### config.mk
export PLATFORM = sky130hd
export DESIGN_NAME = wb_unit_flat
export DESIGN_NICKNAME = d
export VERILOG_FILES = /design/src/rtl/wb_unit_pkg.sv /design/src/rtl/wb_unit_if.sv /design/src/rtl/wb_unit_load_align.sv /design/src/rtl/wb_unit.sv /design/src/flat_wrapper.sv
export SDC_FILE = /design/constraint.sdc
export NUM_CORES = 1
export LEC_CHECK = 0
export CAP_MARGIN = 20
export CORE_AREA = 5 5 102 104
export CTS_BUF_LIST = sky130_fd_sc_hd__clkbuf_8
export CTS_CLUSTER_DIAMETER = 150
export DETAILED_ROUTE_END_ITERATION = 16
export DIE_AREA = 0 0 107 109
export GPL_ROUTABILITY_DRIVEN = 0
export PLACE_DENSITY_LB_ADDON = 0.12
export SKIP_CTS_REPAIR_TIMING = 1
export SLEW_MARGIN = 10
export SYNTH_ARGS = -nofsm -noshare
export SYNTH_HDL_FRONTEND = slang
export SYNTH_HIERARCHICAL = 1
export SYNTH_SLANG_ARGS = --single-unit
### constraint.sdc
create_clock -name clk -period 5.5 [get_ports clk]
set_input_delay 1.1 -clock clk [delete_from_list [all_inputs] [get_ports clk]]
set_output_delay 1.1 -clock clk [all_outputs]
set_load 0.05 [all_outputs]
### src/rtl/wb_unit_pkg.sv
`default_nettype none
// +--------------------------------------------------------------------+
// | Package : core_pkg                                                 |
// | Purpose : Shared types and constants for the RV32I writeback path: |
// |           writeback source select, load funct3 encodings, and the  |
// |           writeback unit state type.                               |
// | Rev     : 1.0  initial release                                     |
// +--------------------------------------------------------------------+
package core_pkg;

  typedef enum logic [1:0] {
    WB_ALU = 2'b00,
    WB_MEM = 2'b01,
    WB_PC4 = 2'b10,
    WB_IMM = 2'b11
  } wb_sel_e;

  localparam logic [2:0] c_F3_LB  = 3'b000;
  localparam logic [2:0] c_F3_LH  = 3'b001;
  localparam logic [2:0] c_F3_LW  = 3'b010;
  localparam logic [2:0] c_F3_LBU = 3'b100;
  localparam logic [2:0] c_F3_LHU = 3'b101;

  typedef enum logic [0:0] {
    IDLE     = 1'b0,
    WAIT_MEM = 1'b1
  } wb_state_e;

  // Link address of an instruction; wraps modulo 2^32.
  function automatic logic [31:0] pc_plus4(input logic [31:0] pc);
    return pc + 32'd4;
  endfunction

endpackage
`default_nettype wire

### src/rtl/wb_unit_if.sv
`default_nettype none
// +--------------------------------------------------------------------+
// | Interface : wb_unit_if                                             |
// | Purpose   : Bundles the execute handshake, data-memory response    |
// |             and register-file write port of the writeback unit.    |
// | Modports  : master - execute/memory/register-file side (drives the |
// |                      instruction and memory response)              |
// |             slave  - writeback unit                                |
// | Rev       : 1.0  initial release                                   |
// +--------------------------------------------------------------------+
interface wb_unit_if;
  logic        ex_valid;
  logic        ex_ready;
  logic [1:0]  wb_sel;
  logic        reg_wr;
  logic [4:0]  rd;
  logic [2:0]  funct3;
  logic [31:0] alu_result;
  logic [31:0] pcreg;
  logic [31:0] imm;
  logic        dmem_rvalid;
  logic [31:0] dmem_rdata;
  logic        rf_we;
  logic [4:0]  rf_waddr;
  logic [31:0] rf_wdata;
  logic        load_err;

  modport master (
    output ex_valid, wb_sel, reg_wr, rd, funct3, alu_result, pcreg, imm,
    output dmem_rvalid, dmem_rdata,
    input  ex_ready, rf_we, rf_waddr, rf_wdata, load_err
  );

  modport slave (
    input  ex_valid, wb_sel, reg_wr, rd, funct3, alu_result, pcreg, imm,
    input  dmem_rvalid, dmem_rdata,
    output ex_ready, rf_we, rf_waddr, rf_wdata, load_err
  );
endinterface
`default_nettype wire

### src/rtl/wb_unit_load_align.sv
`default_nettype none
// +--------------------------------------------------------------------+
// | Module  : load_align                                               |
// | Purpose : Combinational load data extraction. Picks the addressed  |
// |           byte/halfword out of the aligned memory word, sign- or   |
// |           zero-extends it, and flags misaligned or unknown loads.  |
// | Ports   : i_off     - byte offset within the word (addr[1:0])      |
// |           i_funct3  - load width/sign encoding                     |
// |           i_rdata   - raw aligned word from data memory            |
// |           o_data    - extended 32-bit load value                   |
// |           o_illegal - misaligned access or unsupported funct3      |
// | Rev     : 1.0  initial release                                     |
// +--------------------------------------------------------------------+
module load_align
  import core_pkg::*;
(
  input  logic [1:0]  i_off,
  input  logic [2:0]  i_funct3,
  input  logic [31:0] i_rdata,
  output logic [31:0] o_data,
  output logic        o_illegal
);

  logic [7:0]  w_byte;
  logic [15:0] w_half;

  always_comb begin
    // Lane selects: byte at 8*off, halfword at 16*off[1].
    w_byte    = i_rdata[{i_off, 3'b000} +: 8];
    w_half    = i_rdata[{i_off[1], 4'b0000} +: 16];
    o_data    = i_rdata;
    o_illegal = 1'b0;
    case (i_funct3)
      c_F3_LB:  o_data = {{24{w_byte[7]}}, w_byte};
      c_F3_LBU: o_data = {24'h000000, w_byte};
      c_F3_LH: begin
        o_data    = {{16{w_half[15]}}, w_half};
        o_illegal = i_off[0];
      end
      c_F3_LHU: begin
        o_data    = {16'h0000, w_half};
        o_illegal = i_off[0];
      end
      c_F3_LW:  o_illegal = |i_off;
      default:  o_illegal = 1'b1;
    endcase
  end

endmodule
`default_nettype wire

### src/rtl/wb_unit.sv
`default_nettype none
// +--------------------------------------------------------------------+
// | Module  : wb_unit                                                  |
// | Purpose : RV32I writeback stage. Accepts one retiring instruction  |
// |           per handshake, selects ALU / load / pc+4 / immediate as  |
// |           the writeback value and drives a registered single       |
// |           register-file write port. Loads hold off the handshake   |
// |           until memory responds or a timeout expires.              |
// | Params  : TIMEOUT - max WAIT_MEM cycles before a load is abandoned |
// |                     (2..255)                                       |
// | Ports   : clk  - core clock                                        |
// |           rst  - synchronous active-high reset                     |
// |           bus  - wb_unit_if.slave: execute handshake + operands,   |
// |                  dmem response, rf write port, load_err pulse      |
// | Rev     : 1.0  initial release                                     |
// +--------------------------------------------------------------------+
module wb_unit
  import core_pkg::*;
#(
  parameter int unsigned TIMEOUT = 16
) (
  input  logic        clk,
  input  logic        rst,
  wb_unit_if.slave    bus
);

  localparam logic [7:0] c_TIMER_INIT = 8'(TIMEOUT);

  wb_state_e   r_state, w_state_nxt;
  logic [7:0]  r_timer, w_timer_nxt;

  // Load context captured at the handshake.
  logic [4:0]  r_rd;
  logic        r_reg_wr;
  logic [2:0]  r_funct3;
  logic [1:0]  r_off;
  logic        w_capture;

  logic        r_rf_we, w_rf_we_nxt;
  logic [4:0]  r_rf_waddr, w_rf_waddr_nxt;
  logic [31:0] r_rf_wdata, w_rf_wdata_nxt;
  logic        r_load_err, w_load_err_nxt;

  logic        w_xfer;
  wb_sel_e     w_sel;
  logic [31:0] w_src;
  logic [1:0]  w_al_off;
  logic [2:0]  w_al_funct3;
  logic [31:0] w_al_data;
  logic        w_al_illegal;

  assign w_xfer = bus.ex_valid && (r_state == IDLE);
  assign w_sel  = wb_sel_e'(bus.wb_sel);

  // The aligner serves both phases: in IDLE it checks the incoming load
  // for legality; in WAIT_MEM it extracts from the captured context.
  assign w_al_off    = (r_state == IDLE) ? bus.alu_result[1:0] : r_off;
  assign w_al_funct3 = (r_state == IDLE) ? bus.funct3 : r_funct3;

  load_align u_load_align (
    .i_off     (w_al_off),
    .i_funct3  (w_al_funct3),
    .i_rdata   (bus.dmem_rdata),
    .o_data    (w_al_data),
    .o_illegal (w_al_illegal)
  );

  always_comb begin
    w_src = bus.alu_result;
    case (w_sel)
      WB_PC4:  w_src = pc_plus4(bus.pcreg);
      WB_IMM:  w_src = bus.imm;
      default: w_src = bus.alu_result;
    endcase
  end

  always_ff @(posedge clk) begin
    if (rst) begin
      r_state    <= IDLE;
      r_timer    <= 8'd0;
      r_rd       <= 5'd0;
      r_reg_wr   <= 1'b0;
      r_funct3   <= 3'd0;
      r_off      <= 2'd0;
      r_rf_we    <= 1'b0;
      r_rf_waddr <= 5'd0;
      r_rf_wdata <= 32'd0;
      r_load_err <= 1'b0;
    end else begin
      r_state    <= w_state_nxt;
      r_timer    <= w_timer_nxt;
      r_rf_we    <= w_rf_we_nxt;
      r_rf_waddr <= w_rf_waddr_nxt;
      r_rf_wdata <= w_rf_wdata_nxt;
      r_load_err <= w_load_err_nxt;
      if (w_capture) begin
        r_rd     <= bus.rd;
        r_reg_wr <= bus.reg_wr;
        r_funct3 <= bus.funct3;
        r_off    <= bus.alu_result[1:0];
      end
    end
  end

  always_comb begin
    w_state_nxt    = r_state;
    w_timer_nxt    = r_timer;
    w_capture      = 1'b0;
    w_rf_we_nxt    = 1'b0;
    w_rf_waddr_nxt = r_rf_waddr;
    w_rf_wdata_nxt = r_rf_wdata;
    w_load_err_nxt = 1'b0;
    case (r_state)
      IDLE: begin
        if (w_xfer) begin
          if (w_sel == WB_MEM) begin
            w_capture = 1'b1;
            if (w_al_illegal) begin
              w_load_err_nxt = 1'b1;
            end else begin
              w_state_nxt = WAIT_MEM;
              w_timer_nxt = c_TIMER_INIT;
            end
          end else begin
            w_rf_we_nxt    = bus.reg_wr && (bus.rd != 5'd0);
            w_rf_waddr_nxt = bus.rd;
            w_rf_wdata_nxt = w_src;
          end
        end
      end
      WAIT_MEM: begin
        // A response in the cycle the timer would expire still wins.
        if (bus.dmem_rvalid) begin
          w_rf_we_nxt    = r_reg_wr && (r_rd != 5'd0);
          w_rf_waddr_nxt = r_rd;
          w_rf_wdata_nxt = w_al_data;
          w_state_nxt    = IDLE;
          w_timer_nxt    = 8'd0;
        end else if (r_timer <= 8'd1) begin
          w_load_err_nxt = 1'b1;
          w_state_nxt    = IDLE;
          w_timer_nxt    = 8'd0;
        end else begin
          w_timer_nxt = r_timer - 8'd1;
        end
      end
      default: w_state_nxt = IDLE;
    endcase
  end

  assign bus.ex_ready = (r_state == IDLE);
  assign bus.rf_we    = r_rf_we;
  assign bus.rf_waddr = r_rf_waddr;
  assign bus.rf_wdata = r_rf_wdata;
  assign bus.load_err = r_load_err;

endmodule
`default_nettype wire
### src/flat_wrapper.sv
// flat-port wrapper written by rule: the top's interface ports become plain ports
module wb_unit_flat import core_pkg::*;
#(
  parameter int unsigned TIMEOUT = 16
)
  (clk, rst, bus_ex_valid, bus_wb_sel, bus_reg_wr, bus_rd, bus_funct3, bus_alu_result, bus_pcreg, bus_imm, bus_dmem_rvalid, bus_dmem_rdata, bus_ex_ready, bus_rf_we, bus_rf_waddr, bus_rf_wdata, bus_load_err);
  wb_unit_if bus_i ();
  input  logic clk;
  input  logic rst;
  input wire logic [$bits(bus_i.ex_valid)-1:0] bus_ex_valid;
  input wire logic [$bits(bus_i.wb_sel)-1:0] bus_wb_sel;
  input wire logic [$bits(bus_i.reg_wr)-1:0] bus_reg_wr;
  input wire logic [$bits(bus_i.rd)-1:0] bus_rd;
  input wire logic [$bits(bus_i.funct3)-1:0] bus_funct3;
  input wire logic [$bits(bus_i.alu_result)-1:0] bus_alu_result;
  input wire logic [$bits(bus_i.pcreg)-1:0] bus_pcreg;
  input wire logic [$bits(bus_i.imm)-1:0] bus_imm;
  input wire logic [$bits(bus_i.dmem_rvalid)-1:0] bus_dmem_rvalid;
  input wire logic [$bits(bus_i.dmem_rdata)-1:0] bus_dmem_rdata;
  output wire logic [$bits(bus_i.ex_ready)-1:0] bus_ex_ready;
  output wire logic [$bits(bus_i.rf_we)-1:0] bus_rf_we;
  output wire logic [$bits(bus_i.rf_waddr)-1:0] bus_rf_waddr;
  output wire logic [$bits(bus_i.rf_wdata)-1:0] bus_rf_wdata;
  output wire logic [$bits(bus_i.load_err)-1:0] bus_load_err;
  assign bus_i.ex_valid = bus_ex_valid;
  assign bus_i.wb_sel = bus_wb_sel;
  assign bus_i.reg_wr = bus_reg_wr;
  assign bus_i.rd = bus_rd;
  assign bus_i.funct3 = bus_funct3;
  assign bus_i.alu_result = bus_alu_result;
  assign bus_i.pcreg = bus_pcreg;
  assign bus_i.imm = bus_imm;
  assign bus_i.dmem_rvalid = bus_dmem_rvalid;
  assign bus_i.dmem_rdata = bus_dmem_rdata;
  assign bus_ex_ready = bus_i.ex_ready;
  assign bus_rf_we = bus_i.rf_we;
  assign bus_rf_waddr = bus_i.rf_waddr;
  assign bus_rf_wdata = bus_i.rf_wdata;
  assign bus_load_err = bus_i.load_err;
  wb_unit #(.TIMEOUT(TIMEOUT)) u_core (.clk(clk), .rst(rst), .bus(bus_i));
endmodule
Word-level counts from Yosys, hierarchy flattened
Index checks and enable logic that the tools add are counted.
- flip-flop bits (word level): 59
- output and inout port bits: 40
- logic and storage cells: 77
- bitwise logic cells: 1
- multiplexer cells: 38
- equality and inequality tests: 12
- magnitude comparators: 1
- add/sub/neg operators: 2
- reduce and logical (&&, ||, !) cells: 11
- shift-type cells: 2
- operator list (cell ; number):
    $pmux W32 S2 ; 2
    $pmux W32 S4 ; 1
    $mux W32 ; 3
    $mux W8 ; 5
    $add A32 B3 Y32 const B ; 1
    $shiftx A32 B6 Y16 ; 1
    $shiftx A32 B6 Y8 ; 1
    $mux W1 ; 16
    $pmux W8 S2 ; 1
    $mux W5 ; 3
    $pmux W5 S2 ; 1
    $reduce_bool A5 Y1 ; 2
    $le A8 B1 Y1 const B ; 1
    $sub A8 B1 Y8 const B ; 1
    $eq A3 B3 Y1 const B ; 2
    $ne A2 B2 Y1 const B ; 3
    $pmux W1 S2 ; 3
    $reduce_and A3 Y1 ; 2
    $reduce_or A2 Y1 ; 3
    $eq A2 B2 Y1 const B ; 2
    $ne A2 B1 Y1 const B ; 2
    $eq A3 B1 Y1 const B ; 1
    $eq A3 B2 Y1 const B ; 1
    $logic_and A1 B1 Y1 ; 3
    6 further kinds ; 6

Logic depth before layout (Yosys ltp)
- depth after elaboration: 8
- mapped depth: 13
- mapped depth without buffers: 9

Cells and area by module
The synthesis kept the hierarchy.
- modules (own cells, without submodules) (module ; sequential area each (µm²) ; cells an instance ; area each (µm²) ; instances):
    wb_unit ; 1181.1 ; 500 ; 3778.6 ; 1
    load_align ; 0.0 ; 117 ; 700.7 ; 1

Worst setup path after synthesis
OpenSTA, ideal clock, no wires.
- kind: register to register
- from: register u_core.r_state
- to: register u_core.r_rf_wdata[16] (netlist: u_core/bus.rf_wdata[16])
- setup slack: 2.284 ns
- required time: 5.368 ns
- setup time: 0.132 ns
- cell stages (with the launch flop): 13
- data arrival time: 3.084 ns
- cell sequence: dfxtp_1 buf_2 buf_1 clkbuf_1 mux2_2 buf_6 mux4_2 a221oi_4 buf_6 a21oi_1 or3_1 o21ai_0 nor3_1
- longest elaborated chain between the ends: 5
- elaborated cells on any way between the ends: 17
- classes of those cells: 6 x eq/ne; 2 x shift; 5 x mux; 1 x bitwise; 3 x reduce/logical
- ends and longest elaborated chain (item ; RTL line ; RTL):
    start, declared ; wb_unit.sv:29 ; wb_state_e r_state, w_state_nxt;
    start signal, assigned ; wb_unit.sv:90 ; r_state <= w_state_nxt;
    $mux W2 ; wb_unit.sv:57 ; assign w_al_off = (r_state == IDLE) ? bus.alu_result[1:0] : r_off;
    via u_core.w_al_off[0] ; wb_unit.sv:47 ; logic [1:0] w_al_off;
    $shiftx A32 B6 Y8 ; wb_unit_load_align.sv:29 ; w_byte = i_rdata[{i_off, 3'b000} +: 8];
    $pmux W32 S4 ; wb_unit_load_align.sv:33 ; case (i_funct3)
    via u_core.w_al_data[16] ; wb_unit.sv:49 ; logic [31:0] w_al_data;
    $mux W32 ; wb_unit.sv:133 ; if (bus.dmem_rvalid) begin
    $pmux W32 S2 ; wb_unit.sv:113 ; case (r_state)
    end signal, assigned ; wb_unit.sv:94 ; r_rf_wdata <= w_rf_wdata_nxt;
    end, declared ; wb_unit.sv:41 ; logic [31:0] r_rf_wdata, w_rf_wdata_nxt;
The timed path passes the listed nets, and every way through them passes these cells. The select of a mux whose other input is x is not followed.
A chain may end at the register's enable or synchronous reset.

Worst setup path after layout
- from: input port bus_alu_result[0]
- to: register u_core.r_rf_wdata[21] (netlist: u_core/bus.rf_wdata[21])
- longest elaborated chain between the ends: 5
- ends and longest elaborated chain (item ; RTL line ; RTL):
    start, declared ; flat_wrapper.sv:15 ; input wire logic [$bits(bus_i.alu_result)-1:0] bus_alu_result;
    $mux W2 ; wb_unit.sv:57 ;
    via u_core.w_al_off[0] ; wb_unit.sv:47 ;
    $shiftx A32 B6 Y8 ; wb_unit_load_align.sv:29 ;
    $pmux W32 S4 ; wb_unit_load_align.sv:33 ;
    via u_core.w_al_data[21] ; wb_unit.sv:49 ;
    $mux W32 ; wb_unit.sv:133 ;
    $pmux W32 S2 ; wb_unit.sv:113 ;
The timed path passes the listed nets, and every way through them passes these cells. The select of a mux whose other input is x is not followed.

==> flow_summary_export.csv <==
group,metric,value,unit
worst_setup_path,rr_startpoint,"u_core/r_state$_SDFF_PP0_",
global_routing,grt_max_degree,54,
layout,final.fill_count,828,
route,drc,0,
layout,drive_above_1_share,5.412,%
global_routing,grtUsageTotal,28.71,%
power_and_ir_drop,pwr-share-seq,35.7,%
route,finalWirelength,17220,um
global_routing,antenna_found_initial,0,
global_routing,grt_pass1_vias,5321,
power_and_ir_drop,intPower,0.8407,mW
power_and_ir_drop,powerDensity,206.5,nW/um^2
sta,finalHoldViolCount,0,
route,via_per_inst,6.153,
worst_setup_path,cp-end-kind,"flip-flop",
sta,timing.fmax,274.7,MHz
route,post_drt_wl_per_cell,19.34,um
cts,cts-root-buf,"clkbuf_8",
sta,rsz0062_at_grt,"false",
run,drv_cap,0,
worst_setup_path,rrSetupSlack,2.57,ns
synthesis,mappedNetlistArea,4479,um^2
sta,maxSlewViolCount,0,
global_routing,grt_pass1_wl,26610,um
synthesis,synthCells,617,
sta,slew_headroom,35.58,%
power_and_ir_drop,power_frac_comb,37.4,%
cts,cts_made_buffers,9,
worst_hold_path,hold_start,"u_core/bus.rf_wdata[4]$_SDFFE_PP0P_",
synthesis,ys.warnings.count,6,
layout,final_cell_mix,"181 x clkdlybuf4s50_1, 69 x nand2_1, 59 x nor2_1",
sta,fin_skew,0.007155,ns
power_and_ir_drop,pwr-share-clk,26.9,%
global_routing,grt-ovfl-total,0,
power_and_ir_drop,p_sw_share,37.05,%
layout,diodes,0,
route,drt-pass1-iter-count,8,
cts,cts.sinks,59,
layout,finalNonFillerCells,890,
route,detail-route-antenna-nets,0,
route,drt-initial-drc-count,508,
placed_design,port_buffers,182,
power_and_ir_drop,power_switching,0.4948,mW
cts,cts_tree,"built",
floorplan,die_y,109,um
sta,tns,0,ns
outcome,outcome,"finished clean",
synthesis,ys_seq_elements,59,
worst_setup_path,start_kind,"input pin",
power_and_ir_drop,vdd_drop_max,0.1206,mV
synthesis,synth_edf_count,0,
worst_setup_path,crit_type,"in2reg",
sta,worstMarginPinSlew,0.9663,ns
layout,syn_to_final_growth,44.39,%
layout,final_common_cell,"clkdlybuf4s50_1",
cts,clk_pin_slew_worst_paths,0.07,ns
sta,setup_viol_count_final,0,
synthesis,ys_seq_area_share,26.37,%
synthesis,syn-num-nets,763,
floorplan,die_w,107,um
placed_design,placed_cells,874,
synthesis,synth.avg_cell_area,7.260,um^2
floorplan,rows,36,
cts,cts.htree.levels,3,
placed_design,pre_cts_slack,1.588,ns
cts,cts_buffer_depth,2,
layout,final_util,68.37,%
worst_hold_path,hold_class,"reg2reg",
synthesis,synthArstFlopShare,0,%
synthesis,yosysUniqueCellTypes,58,
sta,timing.final.crit_share,66.20,%
floorplan,ios,183,
floorplan,dieArea,11660,um^2
worst_setup_path,cp.arrival,3.82,ns
worst_setup_path,startpoint,"bus_alu_result[0]",
sta,min_period,3.641,ns
synthesis,synth_ff_type,"dfxtp_1",
worst_setup_path,crit_required,5.68,ns
layout,fin_nets,917,
worst_setup_path,worstPathMaxFanout,16,
floorplan,start_util,47.35,%
floorplan,core,9459,um^2
sta,finalWorstSetupSlack,1.859,ns
placed_design,place_hpwl,13240,um
route,vias,5476,
power_and_ir_drop,totalPowerFinal,1.335,mW
cts,clock_latency,0.34,ns
power_and_ir_drop,p_leak,2.295,nW
[flip-flops by register name, summed over array words and instances (netlist names), 2 cells and up]
signal	flops
u_core/r_off	2
u_core/r_funct3	3
u_core/bus.rf_wdata	32
u_core/r_timer	8
u_core/bus.rf_waddr	5
u_core/r_rd	5
[kinds of logic (layout without fill, tap and decap cells)]
group | after synthesis | after routing | synth area share [%]
fa+ha+maj | 3 | 3 | 0.8381
xor+xnor | 27 | 27 | 5.279
compound gates | 192 | 192 | 28.63
mux | 24 | 24 | 5.922
simple gates | 236 | 236 | 25.95
buf+inv | 76 | 235 | 7.011
flops | 59 | 59 | 26.37
[synth_stat cells (12+ instances only)]
library cell	instances	area [um^2]
nand2_1	69	259.0
o21ai_0	31	155.2
nor2_1	59	221.5
xor2_1	12	105.1
inv_1	29	108.9
nor2b_1	12	75.07
mux2i_1	13	130.1
dfxtp_1	59	1181
a21oi_1	55	275.3
a221oi_1	13	113.9
nor3_1	24	120.1
xnor2_1	15	131.4
a22oi_1	13	97.59
or3_1	13	81.33
clkbuf_1	35	131.4
a211oi_1	17	127.6
nand3_1	15	75.07
[power by group through the flow]
| stage | Sequential, mW | Combinational (mW) | Clock (mW) |
|---|---|---|---|
| floorplan | 0.565 | 0.192 | 0 |
| global placement | 0.485 | 0.483 | 0 |
| detailed placement | 0.486 | 0.491 | 0 |
| CTS | 0.477 | 0.494 | 0.359 |
| global route | 0.480 | 0.529 | 0.381 |
| finish | 0.477 | 0.500 | 0.359 |
[through the flow]
step / instance area [um^2] / hold WS [ns]
4_1_cts: 6467 / 0.4581
3_3_place_gp: 6291 / 0.4388
3_5_place_dp: 6291 / 0.4480
6_report: 6467 / 0.4598
2_1_floorplan: 4479 / 0.4329
5_1_grt: 6467 / 0.4712
[path summary, 6_finish.rpt]
kind                                               end  cells after the start
setup / recovery  u_core/bus.rf_wdata[21]$_SDFFE_PP0P_                      8
setup reg to reg  u_core/bus.rf_wdata[21]$_SDFFE_PP0P_                      7
hold / removal     u_core/bus.rf_wdata[4]$_SDFFE_PP0P_                      2
hold reg to reg    u_core/bus.rf_wdata[4]$_SDFFE_PP0P_                      2
[routing by layer]
metal	share of wire (%)	up-vias	wire length (um)	track usage [%]
li1	-	2577	-	-
met1	39	2555	6742	34.87
met2	50	306	8546	49.73
met3	8.5	38	1458	6.690
met4	2.7	0	468	10.41
met5	0	-	0	0
[cell type report]
| class | instances | area [um^2] | share of cell area [%] |
|---|---|---|---|
| multi-input cells | 482 | 2988 | 46.20 |
| clock inverters | 7 | 52.55 | 0.8125 |
| repair buffers | 188 | 1862 | 28.79 |
| clock buffers | 9 | 123.9 | 1.915 |
| inverters | 31 | 116.4 | 1.799 |
| well taps | 114 | 142.6 | 2.205 |
| flip-flops and latches | 59 | 1182 | 18.28 |
[worst max-delay path, cell delays in order]
cell and delay [ns]:
clkdlybuf4s50_1 0.51, mux2_2 0.29, mux4_2 0.61, a221oi_4 0.72, a21oi_1 0.11, nand2b_1 0.21
a22oi_1 0.17, o22ai_1 0.11
(Power assumes the default switching activity.)
